--- src/rtl/mem_port_arbiter_if.sv ---
// mem_port_arbiter_if
// Bundles every non-clock, non-reset signal of mem_port_arbiter.
//   Fetch side : if_req, if_addr (in)    if_rdata, if_ready (out)
//   Data side  : mem_rd, mem_wr, mem_addr, mem_wdata (in)    mem_rdata, mem_ready (out)
//   SRAM pads  : sram_addr, sram_dq_out, sram_dq_oe, sram_we_n, sram_oe_n (out)    sram_dq_in (in)
//   Pipeline   : freeze (out), stalls every stage register
// The slave modport is the arbiter's view; master is the pipeline/board view.
interface mem_port_arbiter_if #(
   parameter int SRAM_AW = 18
);
   logic                if_req;
   logic [31:0]         if_addr;
   logic [31:0]         if_rdata;
   logic                if_ready;

   logic                mem_rd;
   logic                mem_wr;
   logic [31:0]         mem_addr;
   logic [31:0]         mem_wdata;
   logic [31:0]         mem_rdata;
   logic                mem_ready;

   logic [SRAM_AW-1:0]  sram_addr;
   logic [31:0]         sram_dq_out;
   logic                sram_dq_oe;
   logic [31:0]         sram_dq_in;
   logic                sram_we_n;
   logic                sram_oe_n;

   logic                freeze;

   modport slave (
      input  if_req, if_addr, mem_rd, mem_wr, mem_addr, mem_wdata, sram_dq_in,
      output if_rdata, if_ready, mem_rdata, mem_ready,
             sram_addr, sram_dq_out, sram_dq_oe, sram_we_n, sram_oe_n, freeze
   );

   modport master (
      output if_req, if_addr, mem_rd, mem_wr, mem_addr, mem_wdata, sram_dq_in,
      input  if_rdata, if_ready, mem_rdata, mem_ready,
             sram_addr, sram_dq_out, sram_dq_oe, sram_we_n, sram_oe_n, freeze
   );
endinterface

--- src/rtl/mem_port_arbiter.sv ---
// mem_port_arbiter
// Shares one single-port SRAM between the fetch stage and the memory stage.
// Every access is a WAIT_CYCLES-long ACCESS phase followed by one IDLE cycle.
// The memory stage wins when both ask, since it holds the older instruction.
// freeze holds the whole pipeline until every request of the current step
// has been served; the per-requester done flags stop a held request from
// being serviced twice in the same step.
// Ports:
//   clk : rising-edge clock
//   rst : asynchronous, active-low reset
//   bus : mem_port_arbiter_if.slave (fetch, data, SRAM pad and freeze signals)
module mem_port_arbiter #(
   parameter int SRAM_AW     = 18,
   parameter int WAIT_CYCLES = 4
) (
   input  logic                clk,
   input  logic                rst,
   mem_port_arbiter_if.slave   bus
);

   localparam int CW = (WAIT_CYCLES > 1) ? $clog2(WAIT_CYCLES) : 1;

   typedef enum logic {IDLE, ACCESS} state_t;

   state_t           state;
   state_t           state_next;
   logic [CW-1:0]    cnt;
   logic             mem_done_f;
   logic             if_done_f;
   logic             acc_mem;
   logic             acc_write;

   logic             mem_pend;
   logic             if_pend;
   logic             start;
   logic             finish;
   logic             grant_write;
   logic [SRAM_AW-1:0] grant_addr;
   logic             unused_addr_bits;

   // Only the word-address bits reach the pads; the rest are ignored.
   assign unused_addr_bits = ^bus.if_addr ^ ^bus.mem_addr;

   // A requester is pending until it has been served in this pipeline step.
   assign mem_pend = (bus.mem_rd | bus.mem_wr) & ~mem_done_f;
   assign if_pend  = bus.if_req & ~if_done_f;

   // Memory stage has priority; a simultaneous read and write counts as a write.
   assign grant_write = mem_pend & bus.mem_wr;
   assign grant_addr  = mem_pend ? bus.mem_addr[SRAM_AW+1:2] : bus.if_addr[SRAM_AW+1:2];

   // Combinational stall, gated by reset so the pipeline is released at once.
   assign bus.freeze = rst & ((state == ACCESS) | mem_pend | if_pend);

   // State register.
   always_ff @(posedge clk or negedge rst) begin
      if (!rst) begin
         state <= IDLE;
      end else begin
         state <= state_next;
      end
   end

   // Next-state logic: start a transaction from IDLE when anything is pending,
   // finish it when the wait counter has run out.
   always_comb begin
      state_next = state;
      start      = 1'b0;
      finish     = 1'b0;
      case (state)
         IDLE: begin
            if (mem_pend | if_pend) begin
               start      = 1'b1;
               state_next = ACCESS;
            end
         end
         ACCESS: begin
            if (cnt == '0) begin
               finish     = 1'b1;
               state_next = IDLE;
            end
         end
         default: state_next = IDLE;
      endcase
   end

   // Transaction datapath: pad controls are registered on entry to ACCESS and
   // restored on exit, read data and done flags are captured on exit, and
   // ready pulses for exactly the one IDLE cycle that follows.
   always_ff @(posedge clk or negedge rst) begin
      if (!rst) begin
         cnt           <= '0;
         mem_done_f    <= 1'b0;
         if_done_f     <= 1'b0;
         acc_mem       <= 1'b0;
         acc_write     <= 1'b0;
         bus.sram_addr   <= '0;
         bus.sram_dq_out <= '0;
         bus.sram_dq_oe  <= 1'b0;
         bus.sram_we_n   <= 1'b1;
         bus.sram_oe_n   <= 1'b1;
         bus.if_rdata    <= '0;
         bus.mem_rdata   <= '0;
         bus.if_ready    <= 1'b0;
         bus.mem_ready   <= 1'b0;
      end else begin
         bus.if_ready  <= 1'b0;
         bus.mem_ready <= 1'b0;

         if (start) begin
            cnt             <= CW'(WAIT_CYCLES - 1);
            acc_mem         <= mem_pend;
            acc_write       <= grant_write;
            bus.sram_addr   <= grant_addr;
            bus.sram_dq_out <= bus.mem_wdata;
            bus.sram_dq_oe  <= grant_write;
            bus.sram_we_n   <= ~grant_write;
            bus.sram_oe_n   <= grant_write;
         end else if (finish) begin
            bus.sram_dq_oe <= 1'b0;
            bus.sram_we_n  <= 1'b1;
            bus.sram_oe_n  <= 1'b1;
            if (acc_mem) begin
               mem_done_f    <= 1'b1;
               bus.mem_ready <= 1'b1;
               if (!acc_write) begin
                  bus.mem_rdata <= bus.sram_dq_in;
               end
            end else begin
               if_done_f    <= 1'b1;
               bus.if_ready <= 1'b1;
               bus.if_rdata <= bus.sram_dq_in;
            end
         end else if (state == ACCESS) begin
            cnt <= cnt - 1'b1;
         end

         // The pipeline advances on this edge, so a new step begins with
         // neither requester marked as served.
         if ((state == IDLE) && !bus.freeze) begin
            mem_done_f <= 1'b0;
            if_done_f  <= 1'b0;
         end
      end
   end

endmodule

--- src/flat_wrapper.sv ---
// flat-port wrapper written by rule: the top's interface ports become plain ports
module mem_port_arbiter_flat 
#(
   parameter int SRAM_AW     = 18,
   parameter int WAIT_CYCLES = 4
)
  (clk, rst, bus_if_req, bus_if_addr, bus_mem_rd, bus_mem_wr, bus_mem_addr, bus_mem_wdata, bus_sram_dq_in, bus_if_rdata, bus_if_ready, bus_mem_rdata, bus_mem_ready, bus_sram_addr, bus_sram_dq_out, bus_sram_dq_oe, bus_sram_we_n, bus_sram_oe_n, bus_freeze);
  mem_port_arbiter_if #(.SRAM_AW(SRAM_AW)) bus_i ();
  input  logic clk;
  input  logic rst;
  input wire logic [$bits(bus_i.if_req)-1:0] bus_if_req;
  input wire logic [$bits(bus_i.if_addr)-1:0] bus_if_addr;
  input wire logic [$bits(bus_i.mem_rd)-1:0] bus_mem_rd;
  input wire logic [$bits(bus_i.mem_wr)-1:0] bus_mem_wr;
  input wire logic [$bits(bus_i.mem_addr)-1:0] bus_mem_addr;
  input wire logic [$bits(bus_i.mem_wdata)-1:0] bus_mem_wdata;
  input wire logic [$bits(bus_i.sram_dq_in)-1:0] bus_sram_dq_in;
  output wire logic [$bits(bus_i.if_rdata)-1:0] bus_if_rdata;
  output wire logic [$bits(bus_i.if_ready)-1:0] bus_if_ready;
  output wire logic [$bits(bus_i.mem_rdata)-1:0] bus_mem_rdata;
  output wire logic [$bits(bus_i.mem_ready)-1:0] bus_mem_ready;
  output wire logic [$bits(bus_i.sram_addr)-1:0] bus_sram_addr;
  output wire logic [$bits(bus_i.sram_dq_out)-1:0] bus_sram_dq_out;
  output wire logic [$bits(bus_i.sram_dq_oe)-1:0] bus_sram_dq_oe;
  output wire logic [$bits(bus_i.sram_we_n)-1:0] bus_sram_we_n;
  output wire logic [$bits(bus_i.sram_oe_n)-1:0] bus_sram_oe_n;
  output wire logic [$bits(bus_i.freeze)-1:0] bus_freeze;
  assign bus_i.if_req = bus_if_req;
  assign bus_i.if_addr = bus_if_addr;
  assign bus_i.mem_rd = bus_mem_rd;
  assign bus_i.mem_wr = bus_mem_wr;
  assign bus_i.mem_addr = bus_mem_addr;
  assign bus_i.mem_wdata = bus_mem_wdata;
  assign bus_i.sram_dq_in = bus_sram_dq_in;
  assign bus_if_rdata = bus_i.if_rdata;
  assign bus_if_ready = bus_i.if_ready;
  assign bus_mem_rdata = bus_i.mem_rdata;
  assign bus_mem_ready = bus_i.mem_ready;
  assign bus_sram_addr = bus_i.sram_addr;
  assign bus_sram_dq_out = bus_i.sram_dq_out;
  assign bus_sram_dq_oe = bus_i.sram_dq_oe;
  assign bus_sram_we_n = bus_i.sram_we_n;
  assign bus_sram_oe_n = bus_i.sram_oe_n;
  assign bus_freeze = bus_i.freeze;
  mem_port_arbiter #(.SRAM_AW(SRAM_AW), .WAIT_CYCLES(WAIT_CYCLES)) u_core (.clk(clk), .rst(rst), .bus(bus_i));
endmodule
--- config.mk ---
export PLATFORM = sky130hd
export DESIGN_NAME = mem_port_arbiter_flat
export DESIGN_NICKNAME = d
export VERILOG_FILES = /design/src/rtl/mem_port_arbiter_if.sv /design/src/rtl/mem_port_arbiter.sv /design/src/flat_wrapper.sv
export SDC_FILE = /design/constraint.sdc
export NUM_CORES = 1
export LEC_CHECK = 0
export ABC_AREA = 1
export CORE_MARGIN = 2
export CORE_UTILIZATION = 40
export DETAILED_ROUTE_END_ITERATION = 16
export HOLD_SLACK_MARGIN = 0.03
export PLACE_DENSITY = 0.8
export SYNTH_ARGS = -nofsm -noshare
export SYNTH_HDL_FRONTEND = slang
export SYNTH_SLANG_ARGS = --single-unit
--- constraint.sdc ---
create_clock -name clk -period 1.6 [get_ports clk]
set_input_delay 0.16 -clock clk [delete_from_list [all_inputs] [get_ports clk]]
set_output_delay 0.16 -clock clk [all_outputs]
set_load 0.01 [all_outputs]
==> run metrics <==
run status complete, no violations; DR vias/cell 4.606; vias in the first global route 4,443; P per Cell Area 2158 nW/um2; Post-Syn Area per Cell 9.028 um2; synthesized net count 701; Util after Layout 0.6633; CTS Sinks 126; Worst Path Arrival 1.37 ns; worst setup path category flop to primary output; Final period util 0.9583; worst stage delay on the critical path 0.57 ns; pin count of the biggest net entering global routing 71; die height 117.1 um; remaining global-route overflow 0; critical path data required time 1.44 ns; r2r endpoint u_core.bus.mem_rdata[6]$_DFFE_PN0P_; Leakage 4.110 nW; initial antenna violation count 0; hpwl dp 10,110 um; H-tree lvl count 4; total negative slack 0 ns; Synth top area share 0.6062; GRT Util Overall 0.2067; IO Port Bufs 224; final hold vios 0; R2R Path Start u_core.cnt[0]$_DFFE_PN0P_; Inst Count DP 952; ys flop type dfrtp_1; clk_skew 0.005173 ns; CP max FO 2; root buf cell clkbuf_16; Comb power frac 0.423; GP Congestion 0.7789; Synth area leaders dfrtp_1, nand2_1, o21ai_1; internal power 0.01207 W; NumNets Final 935; cell row count 41; later-pin clock latency in the skew report 0.42 ns; # IOs 253; WL/cell 14.20 um; drt drc 0; Yosys cell types 17; post-synthesis cell area 5119 um2; worst min path class input pin to flop; endpoints failing setup 0; share of layout cells above drive strength 1 0.09951; Hold Path Depth 3; RSZ-0062 raised after global routing false; Initial Util 0.4073; beginning of the worst hold path bus_mem_wdata[18]; via count 4,542; most common cell in the netlist nand2_1; critical path's top delay family buffers and inverters; Critical-path top delay cell clkdlybuf4s50_1; leading area contributor after synthesis dfrtp_1; Antenna Nets Post-Route 0; n_diodes 0; Least-Margin Pin Slew 0.3655 ns; Sw Ratio 0.3289; CTS buffer count 17; Setup crit end kind primary output; Non-Filler Instances 986; worst-case clock buffer depth 2; Seq pwr share 0.315; worst r2r path cells 8; sequential area share after synthesis 0.6165; Highest Clock Rate 652.2 MHz; die span in x 117.1 um; Ys Warns 0; clock power share 0.262; final WL 14,000 um; Worst slew margin 0.7563; Max IR drop VDD 1271 uV; Min-Delay Endpoint u_core.bus.sram_dq_out[18]$_DFFE_PN0P_; reg2reg setup slack 0.12 ns; First-pass DRT Iterations 4; EDFF count, synth 0; maxcap violations 0; initial DRC count 220; first-pass GRT wire length 21,600 um; CTS tree yes; die area 13,720 um2; CTS clk-pin slew, worst paths 0.06 ns; Pins Over Slew Limit 0; flops & latches, synth 126; minimum clock period 1.533 ns; Psw 0.005918 W; core area 12,570 um2; post-synthesis cell count 567; Synth-to-Final Area Change 62.87%; Startpoint Class flop; Post-synth top cells nand2_1, dfrtp_1, o21ai_1, inv_1, o21ai_2; critical-path cell list clkdlybuf4s50_1; asr flop ratio synth 1.000; WP buf/inv 1
## power groups by stage
| stage | Sequential (W) | Combinational (W) | Clock, W |
|---|---|---|---|
| after floorplan | 0.00631 | 0.00281 | 0 |
| final | 0.00567 | 0.00760 | 0.00472 |
| after global routing | 0.00585 | 0.00831 | 0.00493 |
| after global placement | 0.00562 | 0.00741 | 0 |
| after CTS | 0.00569 | 0.00770 | 0.00479 |
| after detailed placement | 0.00571 | 0.00762 | 0 |
## placed cells by master, fill, tap and decap left out, drive strengths merged
cell type / netlist / layout
clkdlybuf4s50: 0 / 220
clkbuf: 0 / 24
o21ai: 68 / 68
ha: 1 / 1
dlygate4sd2: 0 / 2
dfrtp: 124 / 124
dfstp: 2 / 2
dlygate4sd3: 0 / 1
buf: 26 / 17
nor2: 5 / 5
nand3: 5 / 5
bufinv: 0 / 7
nand2: 291 / 291
a21oi: 1 / 1
inv: 44 / 44
clkinvlp: 0 / 2
## layout make-up
cell class	instances	area (um2)
Fill cell	977	4232
Sequential cell	126	3156
Timing Repair Buffer	241	2462
Multi-Input combinational cell	371	1605
Clock buffer	23	508.0
Clock inverter	9	225.2
Tap cell	172	215.2
Inverter	44	165.2
## cell families after synthesis
| logic type | count (synthesis) | share of synthesized area |
|---|---|---|
| buffers and inverters | 70 | 0.07235 |
| and+or+nand+nor | 301 | 0.2288 |
| AOI/OAI and AO/OA | 69 | 0.07993 |
| DFF | 126 | 0.6165 |
| adders and majority gates | 1 | 0.002444 |
## registers in the layout, indices dropped and copies added (netlist names)
| name | cells |
|---|---|
| u_core.bus.sram_we_n | 1 |
| u_core.bus.if_rdata | 32 |
| u_core.bus.mem_ready | 1 |
| u_core.bus.if_ready | 1 |
| u_core.acc_write | 1 |
| u_core.bus.sram_dq_out | 32 |
| u_core.bus.sram_addr | 18 |
| u_core.state | 1 |
| u_core.if_done_f | 1 |
| u_core.cnt | 2 |
| u_core.acc_mem | 1 |
| u_core.bus.sram_oe_n | 1 |
| u_core.bus.sram_dq_oe | 1 |
| u_core.bus.mem_rdata | 32 |
| u_core.mem_done_f | 1 |
## per-layer routing
layer / share of wire / track usage / vias to the layer above
li1: - / - / 2208
met1: 0.39 / 0.2340 / 2095
met2: 0.47 / 0.3399 / 216
met3: 0.12 / 0.09629 / 23
met4: 0.021 / 0.08392 / 0
met5: 0 / 0 / -
## worst max-delay path by stage
stage	slack, ns	endpoint	cells after the start	startpoint
finish	0.07	bus_if_rdata[31]	1	u_core.bus.if_rdata[31]$_DFFE_PN0P_
global placement	-0.08	bus_freeze	6	bus_mem_wr
floorplan	0.31	u_core.bus.if_rdata[10]$_DFFE_PN0P_	8	u_core.cnt[0]$_DFFE_PN0P_
CTS	0.03	bus_freeze	6	u_core.mem_done_f$_DFFE_PN0P_
detailed placement	-0.09	bus_freeze	6	bus_mem_wr
global route	0.01	bus_if_rdata[21]	1	u_core.bus.if_rdata[21]$_DFFE_PN0P_
## through the flow
stage	total power [W]	setup slack [ns]	hold slack (ns)	instance area (um2)
CTS	0.01817	0.02641	0.2605	8333
detailed placement	0.01332	-0.08691	0.2028	7581
global route	0.01910	0.01375	0.2803	8337
global placement	0.01302	-0.07723	0.1995	7581
finish	0.01799	0.06665	0.2787	8337
floorplan	0.009116	0.3111	-0.1356	5119
## worst register-to-register path, delay by kind of cell, from the launching register on
kind | cells | cell delay [ns]
buffers and inverters | 2 | 0.26
AOI/OAI and AO/OA | 1 | 0.07
adders and majority gates | 1 | 0.18
DFF | 1 | 0.39
and+or+nand+nor | 4 | 0.46
## what timing repair did
item                       CTS  global route
resized for setup            6             3
pin swaps                    0             1
hold endpoints to repair    56             0
setup endpoints to repair    3             1
hold buffers                 1             0
cloned                       0             0
buffers inserted             1             0
(Power assumes the default switching activity.)
